## config.mk

```make
export PLATFORM = sky130hd
export DESIGN_NAME = router_sync_n
export DESIGN_NICKNAME = d
export VERILOG_FILES = /design/src/rtl/router_sync_n.sv
export SDC_FILE = /design/constraint.sdc
export NUM_CORES = 1
export LEC_CHECK = 0
export BUFFER_PORTS_ARGS = -buffer_cell sky130_fd_sc_hd__buf_4
export CAP_MARGIN = 30
export CORE_MARGIN = 4
export CORE_UTILIZATION = 48
export CTS_CLUSTER_SIZE = 12
export DETAILED_ROUTE_END_ITERATION = 8
export GPL_ROUTABILITY_DRIVEN = 0
export MAX_ROUTING_LAYER = met4
export PLACE_DENSITY = 0.85
export SYNTH_ARGS = -nofsm -noshare
export SYNTH_HDL_FRONTEND = slang
export SYNTH_SLANG_ARGS = --single-unit
```

## constraint.sdc

```tcl
create_clock -name clk -period 1.3 [get_ports clk]
set_input_delay 0 -clock clk [delete_from_list [all_inputs] [get_ports clk]]
set_output_delay 0 -clock clk [all_outputs]
set_load 0.03 [all_outputs]
```

## src/rtl/router_sync_n.sv

```systemverilog
// ----------------------------------------------------------------------------
// router_sync_n
// Router synchroniser. It latches the destination channel from the header
// byte and steers the payload write strobe to that channel's FIFO. It reports
// the full flag of the latched channel and a per-channel valid flag. A channel
// whose data sits unread for TIMEOUT cycles gets a one-cycle soft_reset pulse.
//
// Optional feature: define ROUTER_SYNC_ADDR_ERR_EN to add the registered
// addr_err output. addr_err flags a header whose address is >= NUM_CH.
//
// Ports
//   clk           in   rising-edge clock
//   resetn        in   synchronous active-low reset
//   detect_add    in   header strobe; address valid this cycle
//   address       in   [ADDR_W]  destination channel
//   write_enb_reg in   payload write request
//   read_enb      in   [NUM_CH]  per-channel read strobe
//   empty         in   [NUM_CH]  per-channel FIFO empty
//   full          in   [NUM_CH]  per-channel FIFO full
//   write_enb     out  [NUM_CH]  one-hot FIFO write enable (combinational)
//   fifo_full     out  full flag of the latched channel (combinational)
//   addr_err      out  invalid-address flag, registered (macro only)
//   vld_out       out  [NUM_CH]  ~empty (combinational)
//   soft_reset    out  [NUM_CH]  registered timeout flush pulse
// ----------------------------------------------------------------------------
module router_sync_n #(
   parameter int NUM_CH  = 3,
   parameter int ADDR_W  = 2,
   parameter int TIMEOUT = 30
) (
   input  logic              clk,
   input  logic              resetn,
   input  logic              detect_add,
   input  logic [ADDR_W-1:0] address,
   input  logic              write_enb_reg,
   input  logic [NUM_CH-1:0] read_enb,
   input  logic [NUM_CH-1:0] empty,
   input  logic [NUM_CH-1:0] full,
   output logic [NUM_CH-1:0] write_enb,
   output logic              fifo_full,
`ifdef ROUTER_SYNC_ADDR_ERR_EN
   output logic              addr_err,
`endif
   output logic [NUM_CH-1:0] vld_out,
   output logic [NUM_CH-1:0] soft_reset
);

   localparam int CNT_W = $clog2(TIMEOUT + 1);
   localparam logic [CNT_W-1:0] CNT_LAST = CNT_W'(TIMEOUT - 1);

   logic [ADDR_W-1:0] addr_q, addr_d;
   logic [NUM_CH-1:0] sel;
   logic [NUM_CH-1:0] soft_q, soft_d;
   logic [CNT_W-1:0]  cnt_q [NUM_CH];
   logic [CNT_W-1:0]  cnt_d [NUM_CH];

   // Header address register
   always_comb begin
      addr_d = addr_q;
      if (detect_add) addr_d = address;
   end

   always_ff @(posedge clk) begin
      if (!resetn) addr_q <= '0;
      else         addr_q <= addr_d;
   end

   // Decode of the latched channel. An address >= NUM_CH matches no bit,
   // so write_enb and fifo_full are masked to zero.
   for (genvar g = 0; g < NUM_CH; g++) begin : g_sel
      always_comb sel[g] = (32'(addr_q) == g);
   end

   always_comb begin
      write_enb = sel & {NUM_CH{write_enb_reg}};
      fifo_full = |(full & sel);
      vld_out   = ~empty;
   end

   // Per-channel unread timeout. The counter holds the number of
   // consecutive unread valid edges seen. The edge that would make it reach
   // TIMEOUT fires the pulse and restarts the count. Read or empty clears it
   // first.
   for (genvar g = 0; g < NUM_CH; g++) begin : g_tmo
      always_comb begin
         cnt_d[g]  = cnt_q[g];
         soft_d[g] = 1'b0;
         if (read_enb[g] || empty[g]) begin
            cnt_d[g] = '0;
         end else if (cnt_q[g] == CNT_LAST) begin
            cnt_d[g]  = '0;
            soft_d[g] = 1'b1;
         end else begin
            cnt_d[g] = cnt_q[g] + 1'b1;
         end
      end

      always_ff @(posedge clk) begin
         if (!resetn) begin
            cnt_q[g]  <= '0;
            soft_q[g] <= 1'b0;
         end else begin
            cnt_q[g]  <= cnt_d[g];
            soft_q[g] <= soft_d[g];
         end
      end
   end

   always_comb soft_reset = soft_q;

`ifdef ROUTER_SYNC_ADDR_ERR_EN
   logic err_q, err_d;

   always_comb begin
      err_d = err_q;
      if (detect_add) err_d = !(32'(address) < NUM_CH);
   end

   always_ff @(posedge clk) begin
      if (!resetn) err_q <= 1'b0;
      else         err_q <= err_d;
   end

   always_comb addr_err = err_q;
`endif

endmodule

```

==> results of run 1 <==
-- Yosys cell counts (all sizes together) --
master and number:
dfxtp 20, nor2 16, inv 7, nand3 7, ha 6, xor2 6
nand4 4, mux2i 3, nor2b 3, xnor2 3, and3b 2, nor3b 2
nor4b 2, nand2 1, nand3b 1, o21ai 1
-- layout by cell type (no fill, tap or decap), drive strengths merged --
master	Yosys	layout
o21ai	1	1
dfxtp	20	20
xor2	6	6
ha	6	6
nor2	16	16
and3b	2	2
dlygate4sd3	0	11
nand3b	1	1
nand3	7	7
nor4b	2	2
clkbuf	0	3
inv	7	7
mux2i	3	3
nor2b	3	3
buf	0	24
nand4	4	4
nand2	1	1
xnor2	3	3
nor3b	2	2
-- cell type report --
type,count,area (um2),area share [%]
Clock buffer,3,22.52,1.927
Inverter,7,26.28,2.248
Multi-Input combinational cell,57,409.1,35.01
Sequential cell,20,400.4,34.26
Tap cell,16,20.02,1.713
Timing Repair Buffer,35,290.3,24.84
-- worst max-delay path by stage --
| stage | start | to | cells after the start |
|---|---|---|---|
| global route | addr_q[0] | addr_q[0] | 3 |
| detailed placement | cnt_q[1][1] | cnt_q[1][4] | 5 |
| CTS | addr_q[0] | addr_q[0] | 3 |
| floorplan | addr_q[0] | fifo_full | 2 |
| finish | addr_q[0] | addr_q[0] | 3 |
| global placement | cnt_q[1][1] | cnt_q[1][3] | 5 |
-- power breakdown --
group          internal, mW  switching [mW]  total, mW  leakage, nW
logic                0.0853          0.0696      0.155        0.332
registers             0.621         0.00993      0.631        0.162
clock network         0.108           0.179      0.287       0.0138
-- kinds of logic after synthesis --
logic type	count (synthesis)
XOR/XNOR	9
flip-flops	20
adder cells (fa/ha/maj)	6
multiplexers	3
AND/OR/NAND/NOR	38
buffers and inverters	7
AO/OA/AOI/OAI	1
-- layer usage --
layer  track usage, %  wire length (um)
met5                -                 0
met2            28.19               929
met1            15.93               741
met4            6.912                44
met3            3.012                73
-- repair_timing --
action,4_1_cts,5_1_grt
hold endpoints to repair,6,0
hold buffers,11,0
buffers inserted,0,0
-- flip-flops by register name, indices dropped and copies added, names as in the netlist --
| name | count |
|---|---|
| soft_reset | 3 |
| cnt_q | 15 |
| addr_q | 2 |
-- metrics by stage --
stage	hold slack [ps]	worst slack (ps)	power (mW)	util, %
after detailed placement	178.9	177.4	0.7715	65.71
after CTS	376.4	60.53	1.079	74.13
after global placement	176.7	249.4	0.7656	65.71
after floorplan	71.42	165.0	0.7023	-
after global routing	393.6	18.99	1.117	74.13
final	377.3	75.07	1.073	74.13
-- worst max-delay path, delay by kind of cell (launching register included) --
family                 cells  cell delay, ps
and+or+nand+nor            1             100
DFF                        1             430
buffers and inverters      1             550
muxes                      1              90
==> flow_summary_export.csv, run 1 <==
group,metric,value,unit
logic_synthesis,synth_fa_ha_area_share,8.982,%
detailed_routing,drt_wl_total,1788,um
critical_path,start_kind,"flop",
detailed_routing,via_per_inst,5.116,
detailed_routing,wl_per_cell,12.96,um
sta,final.min_clock_period,1225,ps
critical_path,path_cells,"mux2i_1, dlygate4sd3_1, nor2b_1",
clocking,cts_buffer_depth,2,
layout,drive_gt1_share,25.41,%
detailed_routing,drtIter0Drc,1,
detailed_routing,drc,0,
clocking,cts_resized,0,
die,start_util,53.02,%
sta,rsz0062_at_grt,"no",
critical_path,reg2reg_from,"addr_q[0]",
logic_synthesis,synth_mux_area_share,3.593,%
pwr,pwr_density_cell,918.2,mW/mm2
sta,fin_setup_tns,0,ps
global_routing,grt.overflow.total,0,
critical_path,reg2reg_to,"addr_q[0]",
logic_synthesis,yosys.area_share.simple,26.35,%
pwr,leakagePower,0.5076,nW
run_status,status,"completed",
sta,fin_crit_sh,94.23,%
sta,finalSetupViolations,0,
critical_path,slowest_stage,"dlygate4sd3_1",
clocking,cts.sinks,20,
logic_synthesis,syn_nets,105,
sta,finClkSkew,4.495,ps
sta,tightestPinTransition,221.8,ps
placement,hpwl,1322,um
hold_path,hold_depth,3,
logic_synthesis,synthCells,84,
global_routing,track_usage,15.49,%
sta,relSlewSlack,85.17,%
clocking,cts_tree,"yes",
logic_synthesis,synth_top_family_by_area,"simple AND/OR/NAND/NOR gates",
flow_run,drv_cap,0,
placement,post-place-cells,124,
detailed_routing,ant_nets,0,
clocking,cts-htree-levels,1,
detailed_routing,first_pass_iters,2,
die,die_w,49.73,um
logic_synthesis,yosysSeqAreaShare,47.90,%
critical_path,worstPathRequired,1540,ps
layout,final_area,0.001169,mm2
logic_synthesis,yosysTopAreaCell,"dfxtp_1",
placement,placed_cell_area,0.001036,mm2
critical_path,worstPathMaxFanout,6,
sta,finalHoldViolCount,0,
die,io_pins,25,
logic_synthesis,syn_area_per_cell,9.950,um2
clocking,path_clk_slew,110,ps
die,rows,14,
layout,fin_cells,138,
global_routing,grt_max_degree,11,
logic_synthesis,syn_area,835.8,um2
die,die_h,49.73,um
placement,io_buffers,24,
global_routing,grt_pass1_wl,2877,um
critical_path,r2r_cells,3,
sta,drv_slew,0,
critical_path,arrival,1470,ps
die,fp.coreArea,0.001577,mm2
critical_path,slowest_delay,550,ps
logic_synthesis,ys_ff_latch,20,
hold_path,whs_endpoint,"write_enb[2]",
critical_path,crit_type,"flop to flop",
layout,antenna_cells,0,
clocking,root_buffer,"clkbuf_4",
global_routing,antenna_found_initial,0,
logic_synthesis,yosysWarningCount,0,
hold_path,hp-start,"write_enb_reg",
global_routing,grt_pass1_vias,704,
die,die_area,0.002473,mm2
critical_path,critPathCaptureType,"flop",
pwr,peakVddDrop,0.6929,mV
detailed_routing,vias,706,
logic_synthesis,synth_top_area_share,47.90,%
clocking,cts_buffers,3,
layout,syn2layout_area_growth,39.82,%
layout,nFillCells,112,
sta,fmax,816.4,MHz
logic_synthesis,synth-xor-area-share,9.431,%
logic_synthesis,synth_compound_area_share,0.5988,%
clocking,clk_latency,300,ps
logic_synthesis,synth.distinct_cells,17,
critical_path,rrSetupSlack,80,ps
logic_synthesis,ys_top_cells_by_area,"dfxtp_1, ha_1, nor2_1",
layout,fin_nets,145,
hold_path,min_path_type,"input pin to primary output",
Note: power is estimated with default switching activity, not from simulation.
==> inputs of run 2 (changes only) <==
--- a/config.mk
+++ b/config.mk
@@ -7,11 +7,15 @@
 export LEC_CHECK = 0
 export BUFFER_PORTS_ARGS = -buffer_cell sky130_fd_sc_hd__buf_4
 export CAP_MARGIN = 30
+export CELL_PAD_IN_SITES_DETAIL_PLACEMENT = 1
+export CELL_PAD_IN_SITES_GLOBAL_PLACEMENT = 2
 export CORE_MARGIN = 4
-export CORE_UTILIZATION = 48
+export CORE_UTILIZATION = 29
+export CTS_CLUSTER_DIAMETER = 40
 export CTS_CLUSTER_SIZE = 12
 export DETAILED_ROUTE_END_ITERATION = 8
 export GPL_ROUTABILITY_DRIVEN = 0
+export GPL_TIMING_DRIVEN = 1
 export MAX_ROUTING_LAYER = met4
 export PLACE_DENSITY = 0.85
 export SYNTH_ARGS = -nofsm -noshare
==> flow_summary_export.csv, run 2 (same netlist as run 1, synthesis figures left out) <==
group,metric,value,unit
run_status,status,"completed",
pwr,leakagePower,0.5155,nW
global_routing,grt_pass1_vias,728,
detailed_routing,wl_per_cell,12.42,um
sta,finClkSkew,3.109,ps
critical_path,slowest_delay,550,ps
sta,drv_slew,0,
die,die_w,61.69,um
layout,final_common_cell,"buf_4",
critical_path,critPathCaptureType,"flop",
layout,fin_nets,145,
placement,place_ws,191.3,ps
sta,finalSetupViolations,0,
clocking,root_buffer,"clkbuf_4",
pwr,pwr_density_cell,948.2,mW/mm2
sta,fin_setup_tns,0,ps
critical_path,crit_type,"input pin to flop",
hold_path,min_path_type,"input pin to primary output",
detailed_routing,vias,710,
sta,whs,386.0,ps
detailed_routing,drt_wl_total,1912,um
layout,syn2layout_area_growth,44.01,%
critical_path,rrSetupSlack,100,ps
placement,post-place-cells,139,
die,io_pins,25,
die,rows,19,
global_routing,grt_pass1_wl,3098,um
critical_path,crit_family,"buffers and inverters",
die,die_h,61.69,um
die,start_util,30.31,%
global_routing,track_usage,11.69,%
sta,tightestPinTransition,230.7,ps
critical_path,r2r_cells,3,
layout,drive_gt1_share,27.64,%
critical_path,reg2reg_to,"addr_q[0]",
placement,io_buffers,24,
placement,placed_cell_area,0.001055,mm2
layout,top_register,"cnt_q",
detailed_routing,ant_nets,0,
clocking,cts_tree,"yes",
layout,largest_reg_flops,15,
critical_path,worstPathRequired,1490,ps
pwr,p_total,1.141,mW
layout,final_cell_mix,"buf_4, dfxtp_1, nor2_1",
sta,rsz0062_at_grt,"no",
layout,antenna_cells,0,
clocking,clk_latency,300,ps
critical_path,worstPathMaxFanout,1,
sta,fin_crit_sh,92.66,%
sta,finalHoldViolCount,0,
global_routing,grt.overflow.total,0,
clocking,cts.sinks,20,
clocking,cts_buffer_depth,2,
clocking,path_clk_slew,110,ps
hold_path,whs_endpoint,"write_enb[2]",
sta,worst_slack,95.48,ps
critical_path,reg2reg_from,"addr_q[0]",
detailed_routing,via_per_inst,4.610,
critical_path,start_kind,"input pin",
flow_run,drv_cap,0,
global_routing,antenna_found_initial,0,
pwr,peakVddDrop,0.4851,mV
layout,nFillCells,313,
critical_path,path_cells,"dlygate4sd3_1, buf_4, mux2i_1, nor2b_1, dlygate4sd3_1",
detailed_routing,first_pass_iters,3,
layout,final_area,0.001204,mm2
layout,post-route-util,43.65,%
die,fp.coreArea,0.002758,mm2
hold_path,hp-start,"write_enb_reg",
critical_path,slowest_stage,"dlygate4sd3_1",
critical_path,critPathBufInv,3,
sta,final.min_clock_period,1205,ps
placement,hpwl,1419,um
sta,relSlewSlack,84.57,%
sta,fmax,830.2,MHz
detailed_routing,drc,0,
critical_path,arrival,1390,ps
detailed_routing,drtIter0Drc,11,
global_routing,grt_max_degree,12,
layout,fin_cells,154,
clocking,cts_buffers,3,
die,die_area,0.003805,mm2
hold_path,hold_depth,3,
critical_path,worst_path_most_repeated_cell,"dlygate4sd3_1",
clocking,cts-htree-levels,1,
-- run 2: changes by cell type in the layout (fill, tap and decap cells not counted), sizes merged --
cell | before | now
clkbuf | 3 | 4
-- run 2: how the worst max path moves through the flow --
stage                     depth (start not counted)          end   startpoint
after floorplan                                   2    fifo_full    addr_q[0]
after global placement                            5  cnt_q[1][3]  cnt_q[1][1]
after CTS                                         3    addr_q[0]    addr_q[0]
after global routing                              5  cnt_q[1][3]  cnt_q[1][1]
final                                             5    addr_q[0]   address[0]
after detailed placement                          5  cnt_q[1][2]  cnt_q[1][1]
-- run 2: timing repair --
item                                    CTS  global route
hold buffers                             11             0
setup buffers                             0             0
endpoints found under the setup margin    0             3
gates resized for setup                   0             2
hold endpoints to repair                  5             0
-- run 2: layer usage --
| layer | vias up | global-route usage (%) | wire [um] |
|---|---|---|---|
| met5 | - | - | 0 |
| met4 | 0 | 7.273 | 59 |
| met1 | 322 | 12.03 | 770 |
| li1 | 357 | - | - |
| met3 | 8 | 2.935 | 163 |
| met2 | 23 | 19.73 | 917 |
-- run 2: final cells by class --
class | count | area (um2) | area share [%]
Timing Repair Buffer | 35 | 290.3 | 24.12
Sequential cell | 20 | 402.9 | 33.47
Inverter | 7 | 26.28 | 2.183
Clock buffer | 4 | 36.28 | 3.015
Multi-Input combinational cell | 57 | 409.1 | 33.99
Tap cell | 31 | 38.79 | 3.222
-- run 2: power by group --
part | leakage [nW] | switching (mW) | internal, mW | total, mW
sequential | 0.163 | 0.0100 | 0.622 | 0.632
clock | 0.0210 | 0.184 | 0.171 | 0.355
combinational | 0.332 | 0.0696 | 0.0852 | 0.155
-- run 2: worst register-to-register path: stages, from the launching register on --
cell	delay, ps
dfxtp_2	360
mux2i_1	120
nor2b_1	60
dlygate4sd3_1	550
